<file path="config.mk">
export PLATFORM = sky130hd
export DESIGN_NAME = pc_fetch_unit
export DESIGN_NICKNAME = d
export VERILOG_FILES = /design/src/rtl/pc_fetch_pkg.sv /design/src/rtl/pc_pending_latch.sv /design/src/rtl/pc_fetch_unit.sv
export SDC_FILE = /design/constraint.sdc
export NUM_CORES = 1
export LEC_CHECK = 0
export BUFFER_PORTS_ARGS = -buffer_cell sky130_fd_sc_hd__buf_4
export CORE_MARGIN = 10
export CORE_UTILIZATION = 46
export CTS_BUF_LIST = sky130_fd_sc_hd__clkbuf_4
export CTS_CLUSTER_SIZE = 10
export DETAILED_ROUTE_END_ITERATION = 8
export PLACE_DENSITY = 0.7
export SETUP_SLACK_MARGIN = 0.4
export SYNTH_ARGS = -nofsm -noshare
export SYNTH_HDL_FRONTEND = slang
export SYNTH_SLANG_ARGS = --single-unit
</file>
<file path="constraint.sdc">
create_clock -name CLK -period 2.52 [get_ports CLK]
set_input_delay 0.378 -clock CLK [delete_from_list [all_inputs] [get_ports CLK]]
set_output_delay 0.378 -clock CLK [all_outputs]
set_load 0.05 [all_outputs]
</file>
<file path="src/rtl/pc_fetch_pkg.sv">
// Shared definitions for the fetch-stage PC owner.
// Reset PC / flush depth defaults, counter width, state flags.
package pc_fetch_pkg;

    localparam logic [31:0] DEF_RESET_PC    = 32'h0000_0000;
    localparam int          DEF_FLUSH_DEPTH = 2;
    localparam int          CNT_W           = 3;

    // Fetch status: HOLD and DRAIN are independent flags
    typedef enum logic [1:0] {
        ST_RUN        = 2'b00,
        ST_HOLD       = 2'b01,
        ST_DRAIN      = 2'b10,
        ST_HOLD_DRAIN = 2'b11
    } fetch_state_e;

    // Flush depth narrowed to the counter width
    function automatic logic [CNT_W-1:0] depth_cnt(input int d);
        return d[CNT_W-1:0];
    endfunction

endpackage

</file>
<file path="src/rtl/pc_pending_latch.sv">
// Holds a redirect that arrived while fetch was blocked.
// A later set overwrites (last wins); consume clears the flag.
module pc_pending_latch (
    input  logic        clk,
    input  logic        rst,
    input  logic        set,
    input  logic        consume,
    input  logic [31:0] target_in,
    input  logic        flush_in,
    output logic        pend,
    output logic [31:0] pend_target,
    output logic        pend_flush
);

    // Capture or overwrite the blocked redirect; drop it once fetch advances
    always_ff @(posedge clk or posedge rst) begin
        if (rst) begin
            pend        <= 1'b0;
            pend_target <= 32'h0;
            pend_flush  <= 1'b0;
        end else if (set) begin
            pend        <= 1'b1;
            pend_target <= target_in;
            pend_flush  <= flush_in;
        end else if (consume) begin
            pend        <= 1'b0;
        end
    end

endmodule

</file>
<file path="src/rtl/pc_fetch_unit.sv">
// Fetch-stage PC owner: redirects, wait states, stalls, IF/ID flush.
// Optional REDIRECT_COUNT_EN adds an applied-redirect counter.
module pc_fetch_unit
    import pc_fetch_pkg::*;
#(
    parameter logic [31:0] RESET_PC    = DEF_RESET_PC,
    parameter int          FLUSH_DEPTH = DEF_FLUSH_DEPTH
) (
    input  logic        CLK,
    input  logic        RESET,
    input  logic        PC_MUX_CONTROL,
    input  logic [31:0] BRANCH_OR_JUMP_ADDR,
    input  logic        REG_FLUSH,
    input  logic        BUSYWAIT,
    input  logic        HAZARD_STALL,
    output logic [31:0] PC,
    output logic [31:0] PC_PLUS_4,
    output logic        FETCH_FLUSH,
    output logic        FETCH_VALID,
    output logic [31:0] REDIRECT_COUNT
);

    localparam logic [CNT_W-1:0] DEPTH = depth_cnt(FLUSH_DEPTH);

    logic             advance;
    logic             apply_direct;
    logic             apply_pend;
    logic             applied;
    logic             applied_flush;
    logic             pend;
    logic [31:0]      pend_target;
    logic             pend_flush;
    logic [31:0]      pc_next;
    logic [CNT_W-1:0] flush_cnt;

    assign advance       = ~BUSYWAIT;
    assign apply_direct  = advance & PC_MUX_CONTROL;
    assign apply_pend    = advance & ~PC_MUX_CONTROL & pend;
    assign applied       = apply_direct | apply_pend;
    assign applied_flush = apply_direct ? REG_FLUSH : pend_flush;

    assign PC_PLUS_4   = PC + 32'd4;
    assign FETCH_FLUSH = (flush_cnt != '0);
    assign FETCH_VALID = ~FETCH_FLUSH & ~BUSYWAIT;

    // A direct redirect on an advancing edge supersedes any pending one
    pc_pending_latch u_pend (
        .clk         (CLK),
        .rst         (RESET),
        .set         (BUSYWAIT & PC_MUX_CONTROL),
        .consume     (advance),
        .target_in   (BRANCH_OR_JUMP_ADDR),
        .flush_in    (REG_FLUSH),
        .pend        (pend),
        .pend_target (pend_target),
        .pend_flush  (pend_flush)
    );

    // Next-PC select: redirect beats pending beats stall beats increment
    always_comb begin
        pc_next = PC;
        if (apply_direct)
            pc_next = BRANCH_OR_JUMP_ADDR;
        else if (apply_pend)
            pc_next = pend_target;
        else if (advance & ~HAZARD_STALL)
            pc_next = PC_PLUS_4;
    end

    // PC register
    always_ff @(posedge CLK or posedge RESET) begin
        if (RESET)
            PC <= RESET_PC;
        else
            PC <= pc_next;
    end

    // Flush counter: reload on flushing redirect, count down while advancing
    always_ff @(posedge CLK or posedge RESET) begin
        if (RESET)
            flush_cnt <= '0;
        else if (advance) begin
            if (applied & applied_flush)
                flush_cnt <= DEPTH;
            else if (flush_cnt != '0)
                flush_cnt <= flush_cnt - 1'b1;
        end
    end

`ifdef REDIRECT_COUNT_EN
    logic [31:0] rc_q;

    // Count every applied redirect, direct or from pending
    always_ff @(posedge CLK or posedge RESET) begin
        if (RESET)
            rc_q <= 32'h0;
        else if (applied)
            rc_q <= rc_q + 32'd1;
    end

    assign REDIRECT_COUNT = rc_q;
`else
    assign REDIRECT_COUNT = 32'h0;
`endif

endmodule

</file>
==> results of run 1 <==
-- state kept, by name, summed over array words and instances (netlist names) --
register / count
flush_cnt: 3
u_pend.pend: 1
u_pend.pend_target: 32
u_pend.pend_flush: 1
PC: 32
-- power breakdown --
group          switching (uW)  internal, uW
logic                    1620           911
registers                 221          1320
clock network             437           397
-- repair_timing --
| action | in CTS | in global routing |
|---|---|---|
| resized for setup | 50 | 22 |
| cloned | 0 | 0 |
| pin swaps | 17 | 16 |
| setup endpoints to repair | 24 | 31 |
| hold endpoints to repair | 0 | 0 |
| buffers inserted | 24 | 13 |
-- kinds of logic after synthesis --
family | after synthesis
adder cells (fa/ha/maj) | 3
multiplexers | 42
AND/OR/NAND/NOR | 129
flip-flops | 69
XOR/XNOR | 29
AO/OA/AOI/OAI | 106
other | 1
buffers and inverters | 75
-- layer usage --
metal  global-route usage, %  wire length (um)  vias up
met2                   33.38              7261      186
met1                   24.42              5905     2020
met4                   5.796               261        0
met3                   4.617              1118       24
met5                       0                 0        -
li1                        -                 -     1870
-- worst paths after layout --
kind                                           to                    start  depth (start not counted)  slack [ps]
max in group asynchronous                   PC[4]                    RESET                          3        2170
min in group CLK           u_pend.pend_target[26]  BRANCH_OR_JUMP_ADDR[26]                          2         170
setup reg to reg                           PC[15]                    PC[2]                          9         280
setup / recovery                    PC_PLUS_4[22]                   PC[12]                          6        -260
hold reg to reg            u_pend.pend_target[29]   u_pend.pend_target[29]                          2         500
hold / removal              u_pend.pend_target[5]                    RESET                          3          20
-- critical path, cell delays in order (launching register included) --
cell     delay (ps)
dfrtp_2         430
nand4_4         150
or4_4           630
buf_6           150
nor3_4          270
xor2_4          170
buf_6           170
-- cell usage after synthesis (all sizes together), types with 3 or more instances --
master / instances
inv: 9
a21o: 3
o22a: 4
ha: 3
nand2b: 3
a21oi: 16
nand3: 17
nand4: 11
mux2i: 11
buf: 40
o21ai: 32
a222oi: 7
nor2: 27
and3: 9
o211ai: 4
mux2: 31
nand2: 37
xor2: 10
a22oi: 9
a22o: 3
o22ai: 5
dfrtp: 69
a31oi: 7
nor4: 4
clkbuf: 25
xnor2: 19
and4: 4
nor2b: 3
nor3: 7
-- metrics by stage --
stage               std cells  hold WS, ps  util [%]  power, uW
finish                    731        19.62     69.05       4908
global route              731        29.01     69.05       5135
CTS                       718        18.25     67.08       4860
detailed placement        678        481.3     60.76       3868
global placement          678        469.1     60.76       3812
floorplan                 485        449.2         -       3272
-- layout make-up --
| class | instances | area, um^2 |
|---|---|---|
| fill | 696 | 2887 |
| multi-input combinational | 341 | 2884 |
| sequential | 69 | 1753 |
| timing repair buffer | 167 | 1451 |
| tap | 129 | 161.4 |
| clock inverter | 7 | 90.09 |
| clock buffer | 9 | 67.56 |
| inverter | 9 | 33.78 |
==> impl_metrics.yaml, run 1 <==
status:
  status: "finished with violations"
  violations: "setup timing"
timing:
  finalCritPeriodShare_pct: 110.2
  setup_violations: 18
  rsz0062_at_grt: "yes"
  hold_viol: 0
  maxSlewHeadroom_pct: 58.92
  max_freq_ghz: 0.3600
  setup_slack_ps: -258.0
  worst_pin_slew_ps: 616.2
  tns_ps: -2401
  finalMaxSlewViolations: 0
  period_minus_slack_ps: 2778
  skew_ps: 28.39
synth:
  synth_area_leaders: "dfrtp_1, mux2_2, buf_4"
  netlist_area_um2: 4430
  synth.distinct_cells: 60
  synth-simple-area-share_pct: 15.48
  synthMuxAreaShare_pct: 10.36
  syn_inst: 454
  synth_top_area_share_pct: 38.97
  ys_seq_area_share_pct: 38.97
  async_flop_share_pct: 100.0
  syn_avg_cell_area_um2: 9.759
  synth-compound-area-share_pct: 16.01
  synth_top_family_by_area: "compound AO/OA/AOI/OAI gates"
  synth_xor_area_share_pct: 5.733
  synthFlopType: "dfrtp_1"
  ys_ff_latch: 69
  synthAdderAreaFrac_pct: 0.8472
  synth_edf_count: 0
  yosys_warnings: 0
  synth_top_cell_by_area: "dfrtp_1"
routing:
  antenna_left: 0
  viasPerCell: 5.609
  drt_iter0_markers: 385
  drt-total-wl_um: 14550
  drc_errors: 0
  drt-pass1-iter-count: 7
  vias: 4100
  routedWlPerCell_um: 19.90
floorplan:
  dieArea_um2: 13960
  rows: 35
  die_x_um: 118.1
  fp.dieH_um: 118.1
  core-area_um2: 9328
  io_pins: 136
  start_util_pct: 47.50
clock_network:
  hold_buffers: 0
  cts_made_buffers: 9
  root_buffer: "clkbuf_4"
  htreeDepth: 3
  clockBufferDepth: 2
  path_clk_slew_ps: 120
  cts_tree: "yes"
  cts.sinks: 69
  insertion_delay_ps: 440
placement:
  gp_congestion: 0.8210
  post-dp-hpwl_um: 10080
  port_buffers: 103
  place_area_um2: 5668
  dp_slack_ps: 96.35
global_routing:
  antenna_found_initial: 0
  grt_pass1_wl_um: 22610
  grt_max_degree: 70
  grtUsageTotal_pct: 19.73
  grt_overflow: 0
  grt_pass1_vias: 4213
finish:
  fin_nets: 638
  final_cell_mix: "buf_4, dfrtp_1, buf_6"
  fin_area_um2: 6441
  area_growth_pct: 45.38
  diodes: 0
  mostFrequentLayoutCell: "buf_4"
  drive_gt1_share_pct: 49.50
pwr:
  ir_worst_vdd_mv: 0.5204
  p_per_area_nw_per_um2: 761.9
  p_leak_uw: 0.002911
setup_path:
  cp-start-kind: "register"
  critical_path_class: "register to primary output"
  cp.required_ps: 2140
  cp.arrival_ps: 2400
  critPathMaxFanout: 5
  cp-end-kind: "primary output"
hold_path:
  hold_path.class: "primary input to asynchronous set/reset pin"
flow_run:
  max-cap-violations: 0
(Power assumes the default switching activity.)
==> inputs of run 2 (changes only) <==
--- a/config.mk
+++ b/config.mk
@@ -12,7 +12,6 @@
 export CTS_CLUSTER_SIZE = 10
 export DETAILED_ROUTE_END_ITERATION = 8
 export PLACE_DENSITY = 0.7
-export SETUP_SLACK_MARGIN = 0.4
 export SYNTH_ARGS = -nofsm -noshare
 export SYNTH_HDL_FRONTEND = slang
 export SYNTH_SLANG_ARGS = --single-unit
==> impl_metrics.yaml, run 2 (synthesis results as in run 1) <==
status:
  status: "finished with violations"
  violations: "setup timing"
timing:
  max_freq_ghz: 0.3755
  skew_ps: 20.43
  maxSlewHeadroom_pct: 62.79
  setup_slack_ps: -142.9
  period_minus_slack_ps: 2663
  finalCritPeriodShare_pct: 105.7
  worst_pin_slew_ps: 558.1
  setup_violations: 6
  holdWs_ps: 8.535
  rsz0062_at_grt: "yes"
  finalMaxSlewViolations: 0
  hold_viol: 0
pwr:
  ir_worst_vdd_mv: 0.3571
  p_per_area_nw_per_um2: 763.1
  p_leak_uw: 0.002701
floorplan:
  dieArea_um2: 13960
  die_x_um: 118.1
  fp.dieH_um: 118.1
  io_pins: 136
  start_util_pct: 47.50
  core-area_um2: 9328
  rows: 35
finish:
  area_growth_pct: 33.49
  fin_nets: 631
  final_cell_mix: "buf_4, dfrtp_1, nand2_1"
  diodes: 0
  fin_area_um2: 5914
  fill_cells: 786
  largestRegisters: "PC x32, u_pend.pend_target x32, flush_cnt x3"
  seq_area_um2: 1752
  drive_gt1_share_pct: 45.04
  mostFrequentLayoutCell: "buf_4"
  multi_input_area_um2: 2570
global_routing:
  grt_pass1_vias: 4097
  grt_overflow: 0
  grt_max_degree: 70
  grt_pass1_wl_um: 21620
  antenna_found_initial: 0
  grtUsageTotal_pct: 18.64
routing:
  antenna_left: 0
  vias: 3994
  drt-pass1-iter-count: 6
  drt-total-wl_um: 13490
  routedWlPerCell_um: 18.64
  drc_errors: 0
  drt_iter0_markers: 312
  viasPerCell: 5.517
setup_path:
  r2r_setup_slack_ps: 460
  r2r-start: "PC[6]"
  r2r_cells: 7
  critical_path_class: "register to primary output"
  reg2reg_to: "PC[24]"
  crit_end: "PC_PLUS_4[24]"
  cp-start-kind: "register"
  startpoint: "PC[6]"
  cp.required_ps: 2140
  cp-end-kind: "primary output"
  cp.arrival_ps: 2280
  critPathMaxFanout: 5
placement:
  post-dp-hpwl_um: 9669
  place_area_um2: 5378
  dp_slack_ps: 185.8
  gp_congestion: 0.8386
  port_buffers: 103
clock_network:
  cts_tree: "yes"
  cts.sinks: 69
  clockBufferDepth: 2
  path_clk_slew_ps: 110
  cts_made_buffers: 9
  htreeDepth: 3
  insertion_delay_ps: 420
  hold_buffers: 0
  root_buffer: "clkbuf_4"
hold_path:
  hold_path.class: "primary input to asynchronous set/reset pin"
flow_run:
  max-cap-violations: 0
run 2: changes by cell type in the layout (fill, tap and decap cells not counted), moves of 3 or more:
cell      previous run  this run
xor2_4               7         3
nor2_4               3         0
clkbuf_4             9        12
xnor2_4             10         1
buf_12               5         1
buf_4              126       138
buf_6               36        21
xnor2_1              2         9
nand3_1              9        12
clkinv_1             1         4
run 2: power by group:
part | switching (uW) | total [uW] | internal (uW) | leakage (uW)
logic | 1530 | 2360 | 828 | 0.00187
registers | 218 | 1540 | 1320 | 0.000774
clock network | 396 | 621 | 225 | 0.0000615
run 2: worst min-delay path by stage:
stage | startpoint | end | slack [ps] | cells past startpoint
floorplan | u_pend.pend_target[7] | u_pend.pend_target[7] | 450 | 2
global placement | u_pend.pend_target[29] | u_pend.pend_target[29] | 470 | 2
detailed placement | u_pend.pend_target[7] | u_pend.pend_target[7] | 480 | 2
CTS | RESET | u_pend.pend_target[9] | 40 | 3
global route | RESET | u_pend.pend_target[9] | 30 | 3
finish | RESET | u_pend.pend_target[9] | 9 | 3
run 2: routing by layer:
metal	part of all wire (%)	global-route usage, %
met4	1.7	6.414
met3	8.5	4.855
met5	0	0
met2	49	30.70
met1	40	23.10
run 2: critical path, stage by stage (launching register included):
cell and delay (ps):
dfrtp_2 430, nand3_4 110, or4_4 600, nor4_4 240
buf_4 180, xor2_4 130, buf_6 170
run 2: through the flow:
stage,TNS (ps),utilization (%),total power [uW],cells
floorplan,-460.5,-,3167,485
global placement,0,57.65,3686,676
detailed placement,0,57.65,3728,676
CTS,-448.3,61.88,4481,719
global route,-2168,63.41,4748,724
finish,-396.5,63.41,4513,724
run 2: final cells by class:
class	count	area share (%)
multi-input cells	341	43.45
flip-flops and latches	69	29.62
repair buffers	160	21.85
well taps	129	2.729
clock buffers	12	1.523
inverters	9	0.5712
clock inverters	4	0.2539
run 2: timing repair:
item | 4_1_cts | 5_1_grt
pin swaps | 4 | 5
setup buffers | 27 | 5
gates resized for setup | 20 | 23
setup endpoints to repair | 10 | 20
